**config.mk**
```make
export PLATFORM = sky130hd
export DESIGN_NAME = down_count_monitor
export DESIGN_NICKNAME = d
export VERILOG_FILES = /design/src/rtl/down_count_monitor_pkg.sv /design/src/rtl/down_count_monitor_sat_counter.sv /design/src/rtl/down_count_monitor.sv
export SDC_FILE = /design/constraint.sdc
export NUM_CORES = 1
export LEC_CHECK = 0
export ABC_AREA = 1
export ABC_CLOCK_PERIOD_IN_PS = 1860
export CAP_MARGIN = 20
export CELL_PAD_IN_SITES_DETAIL_PLACEMENT = 0
export CELL_PAD_IN_SITES_GLOBAL_PLACEMENT = 2
export CORE_MARGIN = 2
export CORE_UTILIZATION = 31
export DETAILED_ROUTE_END_ITERATION = 16
export GPL_ROUTABILITY_DRIVEN = 0
export PLACE_DENSITY = 0.86
export SYNTH_ARGS = -nofsm -noshare
export SYNTH_HDL_FRONTEND = slang
export SYNTH_SLANG_ARGS = --single-unit
```
**constraint.sdc**
```tcl
create_clock -name clk -period 1.86 [get_ports clk]
set_input_delay 0.372 -clock clk [delete_from_list [all_inputs] [get_ports clk]]
set_output_delay 0.372 -clock clk [all_outputs]
set_load 0.05 [all_outputs]
```
**src/rtl/down_count_monitor_pkg.sv**
```systemverilog
// Shared state encodings and default widths for down_count_monitor and its saturating counters.
package down_count_monitor_pkg;

  typedef enum logic [1:0] {
    IDLE  = 2'd0,
    TRACK = 2'd1,
    FAULT = 2'd2
  } mon_state_e;

  localparam int unsigned DEF_COUNT_W = 4;
  localparam int unsigned DEF_LAP_W   = 8;
  localparam int unsigned DEF_ERR_W   = 8;
  localparam int unsigned CONSEC_W    = 4;

endpackage

```
**src/rtl/down_count_monitor_sat_counter.sv**
```systemverilog
// Up-counter that holds at all-ones; clear takes priority over increment.
module sat_counter
  import down_count_monitor_pkg::*;
#(
  parameter int unsigned W = CONSEC_W
) (
  input  logic         clk_i,
  input  logic         rst_ni,
  input  logic         inc_i,
  input  logic         clr_i,
  output logic [W-1:0] count_o
);

  logic [W-1:0] count_q, count_d;

  always_comb begin
    count_d = count_q;
    if (clr_i) begin
      count_d = '0;
    end else if (inc_i && (count_q != '1)) begin
      count_d = count_q + W'(1);
    end
  end

  always_ff @(posedge clk_i or negedge rst_ni) begin
    if (!rst_ni) begin
      count_q <= '0;
    end else begin
      count_q <= count_d;
    end
  end

  assign count_o = count_q;

endmodule

```
**src/rtl/down_count_monitor.sv**
```systemverilog
// Checks that a sampled count steps down by one each enabled cycle; counts wraps and errors.
// Optional macro DOWN_COUNT_MONITOR_AUTO_RECOVER_EN: leave FAULT after RECOVER_N consecutive good steps.
//
// state | meaning
// IDLE  | no reference value yet; next enabled sample seeds prev
// TRACK | checking each enabled sample against prev-1
// FAULT | MAX_ERR consecutive errors seen; checking continues, fault held high
module down_count_monitor
  import down_count_monitor_pkg::*;
#(
  parameter int unsigned COUNT_W   = DEF_COUNT_W,
  parameter int unsigned LAP_W     = DEF_LAP_W,
  parameter int unsigned ERR_W     = DEF_ERR_W,
  parameter int unsigned MAX_ERR   = 3,
  parameter int unsigned RECOVER_N = 4
) (
  input  logic               clk,
  input  logic               rst,
  input  logic [COUNT_W-1:0] count_in,
  input  logic               sample_en,
  input  logic               clear_err,
  output logic               step_ok,
  output logic               stall,
  output logic               err_skip,
  output logic               wrap_pulse,
  output logic [LAP_W-1:0]   lap_count,
  output logic [ERR_W-1:0]   err_count,
  output logic               fault,
  output logic [1:0]         state
);

  if (MAX_ERR < 1 || MAX_ERR > 15 || RECOVER_N < 1 || RECOVER_N > 15) begin : g_bad_param
    $error("down_count_monitor: MAX_ERR and RECOVER_N must be in 1..15");
  end

  mon_state_e         state_q, state_d;
  logic [COUNT_W-1:0] prev_q, prev_d;
  logic [COUNT_W-1:0] expect_val;
  logic [CONSEC_W-1:0] consec;
  logic step_ok_q, stall_q, err_skip_q, wrap_q, fault_q;
  logic active, is_ok, is_stall, is_skip, is_wrap, clr_act, consec_hit, recover;

  assign active     = (state_q != IDLE);
  assign expect_val = prev_q - COUNT_W'(1);
  assign is_ok      = active && sample_en && (count_in == expect_val);
  assign is_stall   = active && sample_en && (count_in == prev_q);
  assign is_skip    = active && sample_en && (count_in != expect_val) && (count_in != prev_q);
  assign is_wrap    = is_ok && (prev_q == '0);
  assign clr_act    = active && clear_err;
  // consec still holds the pre-increment value, so look one error ahead
  assign consec_hit = is_skip && ((32'(consec) + 32'd1) >= MAX_ERR);

  sat_counter #(.W(LAP_W)) u_lap (
    .clk_i(clk), .rst_ni(rst), .inc_i(is_wrap), .clr_i(1'b0), .count_o(lap_count)
  );

  sat_counter #(.W(ERR_W)) u_err (
    .clk_i(clk), .rst_ni(rst), .inc_i(is_skip), .clr_i(clr_act), .count_o(err_count)
  );

  sat_counter #(.W(CONSEC_W)) u_consec (
    .clk_i(clk), .rst_ni(rst), .inc_i(is_skip), .clr_i(clr_act || is_ok), .count_o(consec)
  );

`ifdef DOWN_COUNT_MONITOR_AUTO_RECOVER_EN
  logic [CONSEC_W-1:0] good;
  logic                in_fault;

  assign in_fault = (state_q == FAULT);
  assign recover  = in_fault && is_ok && ((32'(good) + 32'd1) >= RECOVER_N);

  sat_counter #(.W(CONSEC_W)) u_good (
    .clk_i(clk), .rst_ni(rst), .inc_i(in_fault && is_ok),
    .clr_i(!in_fault || is_skip || recover), .count_o(good)
  );
`else
  assign recover = 1'b0;
`endif

  always_comb begin
    state_d = state_q;
    prev_d  = prev_q;
    case (state_q)
      IDLE:    if (sample_en) state_d = TRACK;
      TRACK:   if (consec_hit) state_d = FAULT;
      FAULT:   if (recover) state_d = TRACK;
      default: state_d = IDLE;
    endcase
    if (clr_act) state_d = TRACK;
    if (sample_en) prev_d = count_in;
  end

  always_ff @(posedge clk or negedge rst) begin
    if (!rst) begin
      state_q    <= IDLE;
      prev_q     <= '0;
      step_ok_q  <= 1'b0;
      stall_q    <= 1'b0;
      err_skip_q <= 1'b0;
      wrap_q     <= 1'b0;
      fault_q    <= 1'b0;
    end else begin
      state_q    <= state_d;
      prev_q     <= prev_d;
      step_ok_q  <= is_ok;
      stall_q    <= is_stall;
      err_skip_q <= is_skip;
      wrap_q     <= is_wrap;
      fault_q    <= (state_d == FAULT);
    end
  end

  assign step_ok    = step_ok_q;
  assign stall      = stall_q;
  assign err_skip   = err_skip_q;
  assign wrap_pulse = wrap_q;
  assign fault      = fault_q;
  assign state      = state_q;

endmodule

```
Word level (Yosys, flattened, before mapping)
Cells that the tools add are included.
W data, S select, Z words.
{"block": "op_classes", "add_sub_neg": 5, "multipliers": 0, "div": 0, "order_cmp": 1, "n_eq_ne": 10, "shift": 0, "muxes": 8, "bitwise_logic": 0, "reduce_logical": 17}
{"cell": "$add A8 B1 Y8 const B", "count": 2}
{"cell": "$mux W8", "count": 2}
{"cell": "$ne A8 B8 Y1 const B", "count": 2}
{"cell": "$logic_and A1 B1 Y1", "count": 11}
{"cell": "$eq A4 B4 Y1", "count": 2}
{"cell": "$mux W4", "count": 2}
{"cell": "$ne A4 B4 Y1", "count": 2}
{"cell": "$mux W2", "count": 3}
{"cell": "$pmux W2 S3", "count": 1}
{"cell": "$reduce_bool A2 Y1", "count": 3}
{"cell": "$add A4 B1 Y5 const B", "count": 1}
{"cell": "$ge A5 B2 Y1 const B", "count": 1}
{"cell": "$add A4 B1 Y4 const B", "count": 1}
{"cell": "$eq A2 B2 Y1 const B", "count": 2}
{"cell": "$logic_not A4 Y1", "count": 1}
{"cell": "$ne A4 B4 Y1 const B", "count": 1}
{"cell": "$sub A4 B1 Y4 const B", "count": 1}
{"cell": "$eq A2 B1 Y1 const B", "count": 1}
{"cell": "$logic_not A2 Y1", "count": 1}
{"cell": "$logic_or A1 B1 Y1", "count": 1}
{"block": "word_totals", "ff_bits": 31, "latchBits": 0, "ramBits": 0, "romBits": 0, "input_bits": 8, "output_inout_bits": 23, "word_cells": 51, "n_memories": 0}

Longest topological paths before layout
{"block": "logic_depth", "word_depth": 9, "mapped_depth": 11, "ltp_nobuf": 11}

Cells and area by module
A second synthesis with hierarchy kept.
{"block": "unflattened", "hier_cells": 270, "area_unflattened_um2": 1921.8}
{"mod": "sat_counter at u_err ...", "n_inst": 2, "cells_per_inst": 74, "area_per_inst_um2": 511.7, "seq_area_each_um2": 200.2}
{"mod": "down_count_monitor", "n_inst": 1, "cells_per_inst": 93, "area_per_inst_um2": 675.6, "seq_area_each_um2": 275.3}
{"mod": "sat_counter at u_consec", "n_inst": 1, "cells_per_inst": 29, "area_per_inst_um2": 222.7, "seq_area_each_um2": 100.1}

Least setup slack after synthesis
No wires, ideal clock.
{"block": "synth_timing", "path_type": "reg2reg", "startpoint": "register u_err.count_q[0] (netlist: u_err.count_o[0])", "endpoint": "register u_err.count_q[0] (netlist: u_err.count_o[0])", "setup_ns": 0.119, "arrival_ns": 1.715, "required_time_ns": 1.741, "slack_ns": 0.027, "path_stages_with_launch": 9, "path_buffers": 0, "period_less_slack_ns": 1.833, "path_cell_list": "dfrtp_1 > ha_1 > nand3_1 > nor2_1 > nand4_2 > nand3_4 > nand2_4 > nand2_1 > nand2_1"}
{"block": "synth_between", "elab_chain_cells": 3, "elab_cells_between_ends": 6, "classes_between": "add/sub (1); eq/ne (1); mux (2); reduce/logical (2)"}
{"element": "start, declared", "line": "down_count_monitor_sat_counter.sv:14", "text": "logic [W-1:0] count_q, count_d;"}
{"element": "start signal, assigned", "line": "down_count_monitor_sat_counter.sv:29", "text": "count_q <= count_d;"}
{"element": "$add A8 B1 Y8 / $ne A8 B8 Y1 (equally long branches)", "line": "down_count_monitor_sat_counter.sv:21, down_count_monitor_sat_counter.sv:20"}
{"element": "$mux W8 / $logic_and A1 B1 Y1 (equally long branches)", "line": "down_count_monitor_sat_counter.sv:20", "text": "end else if (inc_i && (count_q != '1)) begin"}
{"element": "$mux W8 / $reduce_bool A2 Y1 (equally long branches)"}
Several ways; a longest one is shown, not always the timed one. The select of a mux whose other input is x is not followed.
A chain may end at the register's enable or synchronous reset.

Worst setup path in the final report
{"block": "layout_timing", "startpoint": "register wrap_q (netlist: wrap_pulse)", "endpoint": "output port wrap_pulse"}
{"element": "start, declared", "line": "down_count_monitor.sv:40", "text": "logic step_ok_q, stall_q, err_skip_q, wrap_q, fault_q;"}
{"element": "start signal, assigned", "line": "down_count_monitor.sv:108", "text": "wrap_q <= is_wrap;"}
{"element": "end, declared", "line": "down_count_monitor.sv:25", "text": "output logic wrap_pulse,"}
No word-level cell between the ends.

==> metrics.txt <==
status complete, no violations; wire per inst 11.9 µm; I/O Pins 31; Hold/Removal Path Class primary input to flop; Clock Path Buffers 2; R2R depth 11; worst skew pair latency 0.28 ns; Slew HR 67.2%; sequential power share 37.4%; Worst Path Buf+Inv 1; Synth Net Count 251; flops & latches, synth 31; CTS H-tree depth 2; post-DP HPWL 3.05 mm; worst r2r src prev_q[0]; ys async rst share 100%; fill count 602; Initial Utilization 32.2%; LEAKAGE 1.38 nW; WS Path Type flop to output port; Clock Pin Slew Worst Setup and Hold Paths 0.07 ns; largest area contributor in the netlist dfrtp_1; sequential fraction of the synthesis area 40.7%; Min-Delay Startpoint count_in[2]; post-route design area 0.00249 mm²; Die Height 82.4 µm; worst slew pin tran 0.491 ns; Nets 302; Sw Share 42.6%; pin count of the biggest net entering global routing 32; r2r setup slk 0.10 ns; Yosys Warn Count 0; top post-synthesis cells by area dfrtp_1, nand2_1, nand3_1, xor2_1, ha_1; CTS tree built; Syn-to-layout area delta 30.5%; Syn Area/Cell 8.04 µm²; drt first-iter violations 54; CP Launch Type flop; DRC viols 0; Setup crit end kind output port; synth cell count leaders nand2_1, nand3_1, dfrtp_1; delay-heaviest family, CP buffers and inverters; slowest cell on the critical path clkdlybuf4s50_1; clock share of power 22.1%; hold slack 0.384 ns; first-pass GRT wire length 7.11 mm; arrival time at the worst endpoint 1.40 ns; Post-CTS Hold Buffers 0; share of the synthesized area in the top cell type 40.7%; max-slew violations 0; area post-placement 0.00230 mm²; Netlist Area Pre-Place 0.00191 mm²; Comb pwr share 40.5%; CP required 1.49 ns; number of global-route vias before repair 1538; clock sinks 31; Ant. Diodes 0; via/cell ratio 4.48; post-synth cell types 28; worst vdd ir 0.698 mV; layout cells sized above 1 26.6%; clock skew 0.00672 ns; max_cap viols 0; Power Density 948 mW/mm²; CP Cell Sequence clkdlybuf4s50_1; count leader, synth nand2_1; aggregate global-route resource usage 13.9%; hold depth 3; Routed WL 4.31 mm; reg2reg end u_lap.count_o[0]; final-report hold violation count 0; Core Rows 28; clk root buf clkbuf_8; Cells after Synth 237; CP max stage delay 0.79 ns; Synth Flop Type dfrtp_1; die span in x 82.4 µm; DRT Pass-1 Iters 4; Post-synth EDFFs 0; crit share post-route 95.2%; Max Freq 565 MHz; Sw Pwr 1.00 mW; post-route minimum period 1.77 ns; register area 776 µm²; Pint 1.35 mW; PortBufs 30; Die ar. 0.00679 mm²; Vias 1632; final setup vio count 0; Overflow after GRT 0; Num CTS Buffers 5; Critical Path Fanout Max 1; initial antenna violation count 0; Hold Crit Endpoint prev_q[2]; multi-input logic area 0.00107 mm²; CORE AREA 0.00592 mm²; number of nets still failing antenna checks after routing 0
==> cell usage in the layout (no fill, tap or decap), types with 2 or more instances in the layout <==
cell             instances
buf_4                   35
nand2_2                  5
xor2_1                   9
nand4_4                  2
xnor2_1                  3
nand4_1                  6
clkdlybuf4s50_1          9
dfrtp_1                 31
nor2_1                  12
nand2_4                  3
o21ai_0                  4
clkbuf_8                 5
nand3_2                  3
inv_1                   18
inv_2                    8
nand2_1                 73
nand3_4                  2
nor2_2                   3
ha_1                     5
clkinv_2                 3
nor2_8                   3
nand3_1                 37
==> power by group through the flow <==
| stage | registers, mW | clock network [mW] | logic [mW] |
|---|---|---|---|
| floorplan | 1.08 | 0 | 0.469 |
| global route | 0.894 | 0.585 | 1.06 |
| finish | 0.882 | 0.522 | 0.955 |
| global placement | 0.895 | 0 | 0.936 |
| CTS | 0.881 | 0.549 | 0.935 |
| detailed placement | 0.893 | 0 | 0.931 |
==> worst max path at each step <==
| stage | slack, ns | to | start | cells past startpoint |
|---|---|---|---|---|
| detailed placement | -0.15 | u_lap.count_o[4] | count_in[3] | 10 |
| floorplan | 0.03 | u_err.count_o[0] | u_err.count_o[0] | 8 |
| global route | -0.004 | u_lap.count_o[3] | prev_q[0] | 11 |
| global placement | -0.16 | u_lap.count_o[5] | count_in[3] | 10 |
| finish | 0.09 | wrap_pulse | wrap_pulse | 1 |
| CTS | 0.07 | wrap_pulse | wrap_pulse | 1 |
==> per-stage QoR <==
step / TNS (ns) / power [mW] / worst slack (ns) / util, % / instances
floorplan: 0 / 1.55 / 0.0266 / - / 237
global placement: -2.37 / 1.83 / -0.160 / 38.9 / 348
detailed placement: -2.29 / 1.82 / -0.153 / 38.9 / 348
CTS: 0 / 2.37 / 0.0683 / 40.3 / 356
global route: -0.00668 / 2.54 / -0.00401 / 42.0 / 364
finish: 0 / 2.36 / 0.0888 / 42.0 / 364
==> logic make-up (layout without fill, tap and decap cells) <==
kind of cell / after synthesis / after routing / synth area share [%]
AO/OA/AOI/OAI: 8 / 8 / 2.89
XOR/XNOR: 12 / 12 / 5.52
adder cells (fa/ha/maj): 6 / 6 / 3.94
buffers and inverters: 28 / 79 / 5.58
flip-flops: 31 / 31 / 40.7
AND/OR/NAND/NOR: 152 / 153 / 41.4
==> flip-flops by register name, indices dropped and copies added, names as in the netlist <==
register          cells
u_lap.count_o         8
state                 2
wrap_pulse            1
stall                 1
step_ok               1
fault                 1
err_skip              1
prev_q                4
u_consec.count_o      4
u_err.count_o         8
==> per-layer routing <==
| layer | vias to the layer above | global-route usage [%] | wire (µm) |
|---|---|---|---|
| li1 | 863 | - | - |
| met1 | 746 | 18.5 | 2190 |
| met2 | 21 | 22.0 | 1980 |
| met3 | 2 | 2.93 | 105 |
| met4 | 0 | 5.50 | 41 |
| met5 | - | 0 | 0 |
==> layout make-up <==
class | count | share of cell area, %
Clock buffer | 5 | 2.77
Clock inverter | 3 | 0.604
Inverter | 26 | 3.92
Multi-Input combinational cell | 179 | 43.1
Sequential cell | 31 | 31.2
Tap cell | 75 | 3.77
Timing Repair Buffer | 45 | 14.7
==> what timing repair did <==
item / 4_1_cts / 5_1_grt
buffers inserted: 0 / 7
endpoints found under the setup margin: 0 / 13
resized for setup: 0 / 7
(Power assumes the default switching activity.)
